<file path="config.mk">
export PLATFORM = sky130hd
export DESIGN_NAME = cache_mem_arbiter
export DESIGN_NICKNAME = d
export VERILOG_FILES = /design/src/rtl/cache_mem_arbiter_pkg.sv /design/src/rtl/cache_mem_arbiter_rr_picker.sv /design/src/rtl/cache_mem_arbiter.sv
export SDC_FILE = /design/constraint.sdc
export NUM_CORES = 1
export LEC_CHECK = 0
export BUFFER_PORTS_ARGS = -buffer_cell sky130_fd_sc_hd__clkbuf_2
export CAP_MARGIN = 20
export CORE_ASPECT_RATIO = 2
export CORE_MARGIN = 4
export CORE_UTILIZATION = 54
export DETAILED_ROUTE_END_ITERATION = 10
export GPL_ROUTABILITY_DRIVEN = 0
export GPL_TIMING_DRIVEN = 0
export PLACE_DENSITY = 0.82
export SYNTH_ARGS = -nofsm -noshare
export SYNTH_HDL_FRONTEND = slang
export SYNTH_SLANG_ARGS = --single-unit
</file>
<file path="constraint.sdc">
create_clock -name clock -period 2.5 [get_ports clock]
set_input_delay 0.5 -clock clock [delete_from_list [all_inputs] [get_ports clock]]
set_output_delay 0.5 -clock clock [all_outputs]
set_load 0.1 [all_outputs]
</file>
<file path="src/rtl/cache_mem_arbiter_pkg.sv">
// cache_pkg: shared definitions for the cache/memory arbiter.
//   - Layout of the 33-bit memory request {rw, data[15:0], addr[15:0]}
//   - Read/write encodings of the rw bit
//   - Arbiter state encodings
package cache_pkg;

    localparam int REQ_W        = 33;
    localparam int REQ_RW       = 32;
    localparam int REQ_DATA_MSB = 31;
    localparam int REQ_DATA_LSB = 16;
    localparam int REQ_ADDR_MSB = 15;
    localparam int REQ_ADDR_LSB = 0;

    localparam logic READ  = 1'b0;
    localparam logic WRITE = 1'b1;

    typedef enum logic [1:0] {
        ST_IDLE     = 2'b00,
        ST_ISSUE    = 2'b01,
        ST_WAIT_MEM = 2'b10,
        ST_RELEASE  = 2'b11
    } arb_state_t;

endpackage

</file>
<file path="src/rtl/cache_mem_arbiter_rr_picker.sv">
// rr_picker: combinational round-robin selector.
//   req  : request vector, one bit per requester
//   ptr  : index where the scan starts (highest priority)
//   any  : at least one request is set
//   idx  : first set bit scanning ptr, ptr+1, ... modulo N
module rr_picker #(
    parameter int N = 2
) (
    input  logic [N-1:0] req,
    input  logic [2:0]   ptr,
    output logic         any,
    output logic [2:0]   idx
);

    // Two passes: first the bits at or above ptr, then wrap to the bottom.
    // The second pass only matters when nothing at or above ptr is set.
    always_comb begin
        any = 1'b0;
        idx = 3'd0;
        for (int i = 0; i < N; i++) begin
            if (!any && req[i] && (i >= int'(ptr))) begin
                any = 1'b1;
                idx = 3'(i);
            end
        end
        for (int i = 0; i < N; i++) begin
            if (!any && req[i]) begin
                any = 1'b1;
                idx = 3'(i);
            end
        end
    end

endmodule

</file>
<file path="src/rtl/cache_mem_arbiter.sv">
// cache_mem_arbiter: shares one main-memory port between NUM_CACHES caches
// with round-robin arbitration, routes the response back to the owner and
// broadcasts an invalidate to the other caches on every write.
//
// Ports:
//   clock, reset (async, active low)
//   cache_req / cache_req_ready      : per-cache 33-bit request and request level
//   cache_resp / cache_resp_ready    : response data (broadcast) and one-hot strobe
//   inv_addr / inv_valid             : invalidate address and per-cache strobe
//   mem_req / mem_req_valid          : request to memory and one-cycle issue strobe
//   mem_resp / mem_resp_valid        : memory read data and completion strobe
//   grant, busy                      : current owner index, non-idle flag
//   timeout_err                      : sticky watchdog flag (ARB_TIMEOUT_EN only)
//
// Build option: define ARB_TIMEOUT_EN to add a memory watchdog that answers
// 16'hDEAD after TIMEOUT_CYCLES cycles without a memory response.
//
// state       | meaning
// ------------+------------------------------------------------------
// ST_IDLE     | waiting for a request; round-robin pick and latch
// ST_ISSUE    | drive the latched request to memory with a strobe
// ST_WAIT_MEM | wait for mem_resp_valid (or watchdog expiry)
// ST_RELEASE  | one-cycle gap; advance rr_ptr past the owner
module cache_mem_arbiter
    import cache_pkg::*;
#(
    parameter int NUM_CACHES     = 2,
    parameter int TIMEOUT_CYCLES = 255
) (
    input  logic                        clock,
    input  logic                        reset,
    input  logic [REQ_W*NUM_CACHES-1:0] cache_req,
    input  logic [NUM_CACHES-1:0]       cache_req_ready,
    output logic [15:0]                 cache_resp,
    output logic [NUM_CACHES-1:0]       cache_resp_ready,
    output logic [15:0]                 inv_addr,
    output logic [NUM_CACHES-1:0]       inv_valid,
    output logic [REQ_W-1:0]            mem_req,
    output logic                        mem_req_valid,
    input  logic [15:0]                 mem_resp,
    input  logic                        mem_resp_valid,
    output logic [2:0]                  grant,
`ifdef ARB_TIMEOUT_EN
    output logic                        busy,
    output logic                        timeout_err
`else
    output logic                        busy
`endif
);

    if (NUM_CACHES < 2 || NUM_CACHES > 8 || TIMEOUT_CYCLES < 1 || TIMEOUT_CYCLES > 65535) begin : g_param_check
        $error("cache_mem_arbiter: NUM_CACHES or TIMEOUT_CYCLES out of range");
    end

    arb_state_t              state_q, state_d;
    logic [2:0]              rr_ptr_q, rr_ptr_d;
    logic [2:0]              grant_q, grant_d;
    logic [REQ_W-1:0]        req_q, req_d;
    logic [15:0]             cache_resp_q, cache_resp_d;
    logic [NUM_CACHES-1:0]   cache_resp_ready_q, cache_resp_ready_d;
    logic [15:0]             inv_addr_q, inv_addr_d;
    logic [NUM_CACHES-1:0]   inv_valid_q, inv_valid_d;
    logic [REQ_W-1:0]        mem_req_q, mem_req_d;
    logic                    mem_req_valid_q, mem_req_valid_d;
`ifdef ARB_TIMEOUT_EN
    logic [15:0]             tmo_cnt_q, tmo_cnt_d;
    logic                    timeout_err_q, timeout_err_d;
`endif

    logic                    pick_any;
    logic [2:0]              pick_idx;
    logic [REQ_W-1:0]        pick_req;
    logic [NUM_CACHES-1:0]   grant_onehot;

    rr_picker #(.N(NUM_CACHES)) u_rr_picker (
        .req (cache_req_ready),
        .ptr (rr_ptr_q),
        .any (pick_any),
        .idx (pick_idx)
    );

    // Mux over constant slices keeps the select width-clean for any NUM_CACHES.
    always_comb begin
        pick_req = '0;
        for (int i = 0; i < NUM_CACHES; i++) begin
            if (pick_idx == 3'(i)) begin
                pick_req = cache_req[i*REQ_W +: REQ_W];
            end
        end
    end

    assign grant_onehot = NUM_CACHES'(1) << grant_q;

    always_comb begin
        state_d            = state_q;
        rr_ptr_d           = rr_ptr_q;
        grant_d            = grant_q;
        req_d              = req_q;
        cache_resp_d       = cache_resp_q;
        cache_resp_ready_d = '0;
        inv_addr_d         = inv_addr_q;
        inv_valid_d        = '0;
        mem_req_d          = mem_req_q;
        mem_req_valid_d    = 1'b0;
`ifdef ARB_TIMEOUT_EN
        tmo_cnt_d          = tmo_cnt_q;
        timeout_err_d      = timeout_err_q;
`endif
        case (state_q)
            ST_IDLE: begin
                if (pick_any) begin
                    grant_d = pick_idx;
                    req_d   = pick_req;
                    state_d = ST_ISSUE;
                end
            end
            ST_ISSUE: begin
                mem_req_d       = req_q;
                mem_req_valid_d = 1'b1;
`ifdef ARB_TIMEOUT_EN
                tmo_cnt_d       = 16'd0;
`endif
                state_d         = ST_WAIT_MEM;
            end
            ST_WAIT_MEM: begin
                if (mem_resp_valid) begin
                    // Writes echo their own data back as the acknowledge value.
                    cache_resp_d       = (req_q[REQ_RW] == READ) ? mem_resp
                                                                 : req_q[REQ_DATA_MSB:REQ_DATA_LSB];
                    cache_resp_ready_d = grant_onehot;
                    if (req_q[REQ_RW] == WRITE) begin
                        inv_addr_d  = req_q[REQ_ADDR_MSB:REQ_ADDR_LSB];
                        inv_valid_d = ~grant_onehot;
                    end
                    state_d = ST_RELEASE;
                end
`ifdef ARB_TIMEOUT_EN
                else if (tmo_cnt_q == 16'(TIMEOUT_CYCLES)) begin
                    cache_resp_d       = 16'hDEAD;
                    cache_resp_ready_d = grant_onehot;
                    timeout_err_d      = 1'b1;
                    state_d            = ST_RELEASE;
                end else begin
                    tmo_cnt_d = tmo_cnt_q + 16'd1;
                end
`endif
            end
            ST_RELEASE: begin
                rr_ptr_d = (grant_q == 3'(NUM_CACHES-1)) ? 3'd0 : grant_q + 3'd1;
                state_d  = ST_IDLE;
            end
            default: state_d = ST_IDLE;
        endcase
    end

    always_ff @(posedge clock or negedge reset) begin
        if (!reset) begin
            state_q            <= ST_IDLE;
            rr_ptr_q           <= 3'd0;
            grant_q            <= 3'd0;
            req_q              <= '0;
            cache_resp_q       <= 16'd0;
            cache_resp_ready_q <= '0;
            inv_addr_q         <= 16'd0;
            inv_valid_q        <= '0;
            mem_req_q          <= '0;
            mem_req_valid_q    <= 1'b0;
`ifdef ARB_TIMEOUT_EN
            tmo_cnt_q          <= 16'd0;
            timeout_err_q      <= 1'b0;
`endif
        end else begin
            state_q            <= state_d;
            rr_ptr_q           <= rr_ptr_d;
            grant_q            <= grant_d;
            req_q              <= req_d;
            cache_resp_q       <= cache_resp_d;
            cache_resp_ready_q <= cache_resp_ready_d;
            inv_addr_q         <= inv_addr_d;
            inv_valid_q        <= inv_valid_d;
            mem_req_q          <= mem_req_d;
            mem_req_valid_q    <= mem_req_valid_d;
`ifdef ARB_TIMEOUT_EN
            tmo_cnt_q          <= tmo_cnt_d;
            timeout_err_q      <= timeout_err_d;
`endif
        end
    end

    assign cache_resp       = cache_resp_q;
    assign cache_resp_ready = cache_resp_ready_q;
    assign inv_addr         = inv_addr_q;
    assign inv_valid        = inv_valid_q;
    assign mem_req          = mem_req_q;
    assign mem_req_valid    = mem_req_valid_q;
    assign grant            = grant_q;
    assign busy             = (state_q != ST_IDLE);
`ifdef ARB_TIMEOUT_EN
    assign timeout_err      = timeout_err_q;
`endif

endmodule

</file>
==> impl_metrics.ini, run 1 <==
[run_status]
status = finished, final reports clean

[sta]
layout_worst_path_cycle_share = 0.857
fmax_mhz = 467
setup_viols_final = 0
fin_tns_setup_ns = 0
final_hold_viol_count = 0
timing.final.crit_period_ns = 2.14
clock-skew-final_ns = 0.00731
slew_headroom = 0.590
grt_setup_unrepaired = false
final_max_slew_viol_count = 0
max_slew.worst_pin.slew_ns = 0.615

[worst_setup_path]
critical_path.max_fanout = 4
r2r_slack_ns = 0.76
timing.setup.critical_path_class = register to primary output
crit_arrival_ns = 1.64
r2r_start = state_q[1]
crit-reg2reg-capture = mem_req[14]
timing.reg2reg.worst_path_depth = 5
timing.critical_path.to_type = primary output
critPathLaunchType = register
critPathRequiredTime_ns = 2.00

[cts]
cts_htree_levels = 3
cts_sinks = 107
max-clock-path-buffers = 2
cts.reportedPaths.clkPinSlew_ns = 0.06
clock-root-buffer = clkbuf_16
cts_inserted_buffers = 9
cts_hold_buf = 0
post_cts_resized = 0
clock_tree_from_tritoncts = done
postCtsSetupRepairBufs = 0
clk_lat_worst_skew_ns = 0.34

[routing]
drtPass1Iterations = 4
number_of_antenna_violating_nets_in_the_routed_design = 0
avgRoutedWirePerCell_um = 18.0
via_count = 3685
post_drt_via_cell_ratio = 5.49
drt_iter0_drc = 210
drcViolationCount = 0
detail_route.wirelength_um = 12100

[floorplanning]
initial_utilization = 0.556
die_h_um = 139
core-area_um2 = 8350
io_pins = 161
die_w_um = 73.6
placementRows = 47
die_area_um2 = 10200

[cells_and_area]
layout-area-overhead-vs-synth_pct = 27.4
fin_nets = 659
layout.filler_cells = 644
final_design_utilization = 0.708
drive_gt1_frac = 0.442
final_standard_cell_area_without_fillers_um2 = 5920

[grt]
grt_max_degree = 65
grt.total_usage = 0.248
via_count_of_the_first_global_routing_pass = 3951
global_route.overflow_total = 0
grt_antenna_before_repair = 1
wire_length_of_the_first_global_routing_pass_um = 19500

[hold_path]
min_path_type = primary input to asynchronous set/reset pin

[yosys]
yosysUniqueCellTypes = 30
synth_edf_count = 0
ys_dominant_reg_cell = dfrtp_1
ys_seq_elements = 107
syn-cell-area_um2 = 4640
postSynthCellCount = 397
synthesis.area_per_instance_um2 = 11.7
synth_async_sr_flop_share = 1.00
synth_seq_area_share = 0.577
synth.yosys.warnings = 0

[placement]
port-buffer-count = 157
detailed_place.area_um2 = 5580
dpl.hpwl_um = 9260

[run]
max_cap_violations = 0
flip-flops by register name, summed over array words and instances (netlist names):
name / count
inv_valid: 2
inv_addr: 16
state_q: 2
cache_resp: 16
req_q: 33
cache_resp_ready: 2
mem_req: 33
rr_ptr_q: 1
mem_req_valid: 1
grant: 1
cells in the final DEF (no fill, tap or decap), drive strengths merged:
cell type	synthesis	final
o21a	1	1
clkinvlp	0	1
inv	6	6
nand2	18	18
nor3b	1	1
a31oi	33	33
clkinv	0	1
clkbuf	8	177
and2	1	1
nor2	36	36
mux2	51	51
conb	1	2
bufinv	0	2
a21oi	1	1
o32a	1	1
mux2i	16	16
nand2b	1	1
and2b	1	1
nand3	33	33
diode	0	1
and3	1	1
dfrtp	107	107
o32ai	1	1
buf	25	26
o21ai	49	49
ha	5	5
area by class of cell:
type / count / area, um2 / area share
Sequential cell: 107 / 2680 / 0.453
Clock buffer: 12 / 256 / 0.0434
Clock inverter: 4 / 72.6 / 0.0123
Buffer: 33 / 208 / 0.0351
Tap cell: 98 / 123 / 0.0207
Inverter: 6 / 22.5 / 0.00381
Multi-Input combinational cell: 252 / 1740 / 0.294
Antenna cell: 1 / 2.50 / 0.000423
Timing Repair Buffer: 158 / 816 / 0.138
kinds of logic after synthesis:
| group | after synthesis | synth area share |
|---|---|---|
| compound gates | 86 | 0.104 |
| buf+inv | 39 | 0.0496 |
| fa+ha+maj | 5 | 0.0135 |
| other cells | 1 | 0.000808 |
| simple gates | 92 | 0.0898 |
| mux | 67 | 0.165 |
| flops | 107 | 0.577 |
layer usage:
| layer | routed length, um | global-route usage |
|---|---|---|
| met1 | 4260 | 0.272 |
| met2 | 6750 | 0.444 |
| met3 | 677 | 0.0472 |
| met4 | 385 | 0.111 |
| met5 | 0 | 0 |
worst max-delay path: stages, from the launching register on:
cell and delay, ns:
dfrtp_1 0.41, inv_1 0.11, ha_1 0.24, inv_1 0.08
clkbuf_2 0.46
worst max path at each step:
stage	end	slack, ns	from	depth (start not counted)
floorplan	busy	0.74	state_q[0]	3
global placement	mem_req[17]	-0.40	reset	1
detailed placement	busy	0.74	state_q[0]	4
CTS	busy	0.35	state_q[0]	4
global route	busy	0.27	state_q[0]	4
finish	busy	0.36	state_q[0]	4
stage by stage:
stage | hold slack (ns) | instances | setup WS [ns]
5_1_grt | 0.231 | 671 | 0.275
2_1_floorplan | 0.204 | 398 | 0.738
4_1_cts | 0.206 | 670 | 0.348
3_3_place_gp | 0.462 | 653 | -0.396
3_5_place_dp | 0.469 | 654 | 0.739
6_report | 0.186 | 671 | 0.358
synthesized netlist by cell type, types with 3 or more instances:
cell      number  area [um2]
a31oi_1       33         206
buf_2         15        75.1
buf_4          3        22.5
buf_6          7        78.8
clkbuf_1       7        26.3
dfrtp_1      107        2680
ha_1           5        62.6
inv_1          5        18.8
mux2_2        41         462
mux2_4         9         135
mux2i_1       16         160
nand2_1       17        63.8
nand3_1       33         165
nor2_1        36         135
o21ai_0       32         160
o21ai_1       17        85.1
Power of run 1 is not shown: default switching activity piles up to over one toggle a cycle in this logic, so the estimate is an artifact.
==> inputs of run 2 (changes only) <==
--- a/config.mk
+++ b/config.mk
@@ -14,6 +14,8 @@
 export GPL_ROUTABILITY_DRIVEN = 0
 export GPL_TIMING_DRIVEN = 0
 export PLACE_DENSITY = 0.82
+export SKIP_CTS_REPAIR_TIMING = 1
 export SYNTH_ARGS = -nofsm -noshare
 export SYNTH_HDL_FRONTEND = slang
+export SYNTH_HIERARCHICAL = 1
 export SYNTH_SLANG_ARGS = --single-unit
==> run 2 against run 1 <==
Worst hold slack better by 0.023 ns. Fmax up 0.99%. Non-clock buffer count down 8. Worst setup slack better by 0.021 ns. Critical path type unchanged.
==> impl_metrics.ini, run 2 <==
[run_status]
status = finished, final reports clean

[sta]
slew_headroom = 0.397
final_max_slew_viol_count = 0
clock-skew-final_ns = 0.00816
fmax_mhz = 471
max_slew.worst_pin.slew_ns = 0.904
grt_setup_unrepaired = false
setup_viols_final = 0
timing.final.crit_period_ns = 2.12
finalWorstSetupSlack_ns = 0.379
final_hold_viol_count = 0
layout_worst_path_cycle_share = 0.848
hold_slack_ns = 0.210

[cts]
max-clock-path-buffers = 2
cts_htree_levels = 3
cts.reportedPaths.clkPinSlew_ns = 0.07
clock_tree_from_tritoncts = done
clk_lat_worst_skew_ns = 0.35
cts_inserted_buffers = 9
cts_sinks = 111
clock-root-buffer = clkbuf_16

[routing]
post_drt_via_cell_ratio = 5.35
drt_iter0_drc = 189
via_count = 3451
number_of_antenna_violating_nets_in_the_routed_design = 0
detail_route.wirelength_um = 11600
drcViolationCount = 0
drtPass1Iterations = 4
avgRoutedWirePerCell_um = 17.9

[yosys]
postSynthCellCount = 370
ys_dominant_reg_cell = dfrtp_1
ys_seq_elements = 111
netlist.area_leader.share = 0.592
synth.cells.most_frequent = 111 x dfrtp_1, 54 x mux2_2, 50 x mux2i_1
synth_largest_area_cell = dfrtp_1
yosysMostFrequentCell = dfrtp_1
synth_async_sr_flop_share = 1.00
synthesis.area_per_instance_um2 = 12.7
synth_seq_area_share = 0.592
synth_edf_count = 0
syn-cell-area_um2 = 4690
synth.yosys.warnings = 6
yosysUniqueCellTypes = 27
ys_top_cells_by_area = dfrtp_1 59%, mux2_2 13%, mux2i_1 11%

[worst_setup_path]
timing.critical_path.to_type = primary output
critPathLaunchType = register
timing.setup.critical_path_class = register to primary output
critical_path.max_fanout = 4
path_cells = inv_1 > ha_1 > inv_1 > clkbuf_2
setup_crit_end = busy
r2r_slack_ns = 0.50
crit-reg2reg-capture = req_q[14]
crit_arrival_ns = 1.62
critPathRequiredTime_ns = 2.00
cp_common_cell = inv_1
worst_path_max_delay_cell = clkbuf_2
crit_path_start = state_q[0]
timing.reg2reg.worst_path_depth = 6
cp_slowest_stage_delay_ns = 0.45
r2r_start = rr_ptr_q[2]

[grt]
grt.total_usage = 0.231
grt_max_degree = 112
global_route.overflow_total = 0
wire_length_of_the_first_global_routing_pass_um = 18100
grt_antenna_before_repair = 0
via_count_of_the_first_global_routing_pass = 3621

[placement]
dpl.hpwl_um = 8740
port-buffer-count = 160
detailedPlace.worstSlack_ns = 0.502

[floorplanning]
placementRows = 47
die_area_um2 = 10300
die_w_um = 73.9
io_pins = 161
die_h_um = 140
initial_utilization = 0.558
core-area_um2 = 8410

[cells_and_area]
diodes = 0
layout.filler_cells = 621
final-seq-area_um2 = 2780
drive_gt1_frac = 0.459
fin_nets = 634
layout-area-overhead-vs-synth_pct = 26.1
most_common_library_cell_in_the_layout_ignoring_fill_and_taps = clkbuf_2
layout_common_cells = 159 x clkbuf_2, 111 x dfrtp_1, 54 x mux2_2
total_area_of_multi_input_combinational_cells_um2 = 1750
final_design_utilization = 0.704

[run]
max_cap_violations = 0

[hold_path]
min_path_type = primary input to asynchronous set/reset pin
## run 2: kinds of logic (layout without fill, tap and decap cells)
logic type	Yosys count	in the layout	synth area share
adders and majority gates	5	5	0.0133
buffers and inverters	28	204	0.0360
muxes	104	104	0.236
and+or+nand+nor	65	65	0.0597
xor gates and xnor gates	1	1	0.00187
other	1	2	0.000799
AOI/OAI and AO/OA	55	55	0.0603
DFF	111	111	0.592
## run 2: worst min-delay path by stage
stage | from | to
detailed placement | mem_req[10] | mem_req[10]
finish | reset | mem_req[6]
global route | reset | inv_addr[6]
floorplan | reset | cache_resp[0]
CTS | reset | inv_addr[6]
global placement | req_q[5] | req_q[5]
## run 2: layer usage
layer,vias to the layer above,track usage,share of wire,routed length [um]
met3,21,0.0332,0.045,521
li1,1612,-,-,-
met1,1715,0.259,0.35,4100
met2,103,0.416,0.57,6640
met4,0,0.0993,0.026,305
met5,-,0,0,0
## run 2: cell type report
type / count / area share
Sequential cell: 111 / 0.469
Multi-Input combinational cell: 232 / 0.296
Timing Repair Buffer: 160 / 0.137
Clock buffer: 10 / 0.0387
Buffer: 23 / 0.0254
Tap cell: 98 / 0.0207
Clock inverter: 6 / 0.0104
Inverter: 5 / 0.00317
## run 2: worst max-delay path: cells and delay by family, from the launching register on
family / cells / cell delay, ns
adders and majority gates: 1 / 0.25
buffers and inverters: 3 / 0.61
DFF: 1 / 0.40
## run 2: through the flow
step / instances / area (um2) / TNS [ns]
6_report: 645 / 5920 / 0
5_1_grt: 645 / 5920 / 0
4_1_cts: 645 / 5920 / 0
3_5_place_dp: 629 / 5630 / 0
3_3_place_gp: 629 / 5620 / -52.86
2_1_floorplan: 371 / 4700 / 0
Power of run 2 is left out for the same reason.
==> inputs of run 3 (changes only) <==
--- a/config.mk
+++ b/config.mk
@@ -9,11 +9,11 @@
 export CAP_MARGIN = 20
 export CORE_ASPECT_RATIO = 2
 export CORE_MARGIN = 4
-export CORE_UTILIZATION = 54
+export CORE_UTILIZATION = 50
 export DETAILED_ROUTE_END_ITERATION = 10
 export GPL_ROUTABILITY_DRIVEN = 0
 export GPL_TIMING_DRIVEN = 0
-export PLACE_DENSITY = 0.82
+export PLACE_DENSITY = 0.77
 export SKIP_CTS_REPAIR_TIMING = 1
 export SYNTH_ARGS = -nofsm -noshare
 export SYNTH_HDL_FRONTEND = slang
==> constraint.sdc (replaced) <==
create_clock -name clock -period 2.16 [get_ports clock]
set_input_delay 0.432 -clock clock [delete_from_list [all_inputs] [get_ports clock]]
set_output_delay 0.432 -clock clock [all_outputs]
set_load 0.1 [all_outputs]
==> run 3 against run 2 <==
Final cell count is 0.62% higher. Worst setup slack got worse by 0.27 ns. Via count decreased by 1.3%. Routed wire length decreased by 2.2%. Register-to-register slack worse by 0.35 ns. Design area up 0.68%. Count of clock-buffer cells in the layout increased by 3. Critical endpoint unchanged. Highest routed layer unchanged.
==> impl_metrics.ini, run 3 (synthesis gave the netlist of run 2 again) <==
[grt]
wire_length_of_the_first_global_routing_pass_um = 18300
via_count_of_the_first_global_routing_pass = 3588
grt.total_usage = 0.210
global_route.overflow_total = 0
grt_antenna_before_repair = 0
grt_max_degree = 112

[worst_setup_path]
critical_path.max_fanout = 4
timing.setup.critical_path_class = register to primary output
critPathRequiredTime_ns = 1.73
crit_arrival_ns = 1.62
critPathLaunchType = register
crit-reg2reg-capture = req_q[13]
timing.reg2reg.worst_path_depth = 6
timing.critical_path.to_type = primary output
r2r_slack_ns = 0.15
r2r_start = rr_ptr_q[2]

[floorplanning]
die_area_um2 = 11100
initial_utilization = 0.517
die_w_um = 76.5
placementRows = 49
core-area_um2 = 9070
io_pins = 161
die_h_um = 145

[cts]
clock-root-buffer = clkbuf_16
max-clock-path-buffers = 2
cts_htree_levels = 3
clk_lat_worst_skew_ns = 0.34
cts_inserted_buffers = 9
cts_sinks = 111
cts.reportedPaths.clkPinSlew_ns = 0.07
clock_tree_from_tritoncts = done

[routing]
number_of_antenna_violating_nets_in_the_routed_design = 0
post_drt_via_cell_ratio = 5.25
drcViolationCount = 0
detail_route.wirelength_um = 11300
drtPass1Iterations = 4
via_count = 3405
drt_iter0_drc = 154
avgRoutedWirePerCell_um = 17.4

[cells_and_area]
total_area_of_multi_input_combinational_cells_um2 = 1750
layout_common_cells = 159 x clkbuf_2, 111 x dfrtp_1, 54 x mux2_2
layout-area-overhead-vs-synth_pct = 27.0
diodes = 0
final-seq-area_um2 = 2780
most_common_library_cell_in_the_layout_ignoring_fill_and_taps = clkbuf_2
layout.filler_cells = 718
drive_gt1_frac = 0.457
fin_nets = 634

[placement]
port-buffer-count = 160
dpl.hpwl_um = 8600

[sta]
clock-skew-final_ns = 0.00356
layout_worst_path_cycle_share = 0.948
grt_setup_unrepaired = false
slew_headroom = 0.432
fmax_mhz = 488
setup_viols_final = 0
max_slew.worst_pin.slew_ns = 0.852
timing.final.crit_period_ns = 2.05
fin_tns_setup_ns = 0
final_max_slew_viol_count = 0
final_hold_viol_count = 0

[hold_path]
min_path_type = primary input to asynchronous set/reset pin

[run_status]
status = finished, final reports clean

[run]
max_cap_violations = 0
## run 3: per-stage QoR
step	utilization	setup slack, ns	hold WS, ns	std cells	area (um2)
after floorplan	-	0.464	0.136	371	4700
after detailed placement	0.621	0.171	0.495	633	5630
final	0.657	0.113	0.193	649	5960
after CTS	0.657	0.0881	0.235	649	5960
after global routing	0.657	0.0330	0.263	649	5960
after global placement	0.620	-0.770	0.482	633	5630
## run 3: how the worst max path moves through the flow
stage | startpoint | to | slack [ns] | cells past startpoint
floorplan | state_q[0] | busy | 0.46 | 3
global placement | reset | mem_req[22] | -0.77 | 1
detailed placement | rr_ptr_q[2] | req_q[13] | 0.17 | 6
CTS | state_q[0] | busy | 0.09 | 4
global route | state_q[0] | busy | 0.03 | 4
finish | state_q[0] | busy | 0.11 | 4
## run 3: layer usage
| metal | GRT usage | up-vias | routed length [um] |
|---|---|---|---|
| met1 | 0.237 | 1661 | 4230 |
| li1 | - | 1616 | - |
| met4 | 0.0998 | 0 | 391 |
| met2 | 0.378 | 102 | 6250 |
| met3 | 0.0354 | 26 | 437 |
| met5 | 0 | - | 0 |
## run 3: critical path, stage by stage (launching register included)
cell      delay (ns)
dfrtp_1         0.41
inv_1           0.11
ha_1            0.25
inv_1           0.06
clkbuf_2        0.44
## run 3: final cells by class
cell class                      count  share of cell area
Clock inverter                      3              0.0109
Inverter                            5             0.00315
Sequential cell                   111               0.466
Clock buffer                       13              0.0437
Buffer                             23              0.0252
Multi-Input combinational cell    232               0.294
Tap cell                          102              0.0214
Timing Repair Buffer              160               0.136
Power of run 3 is left out for the same reason.
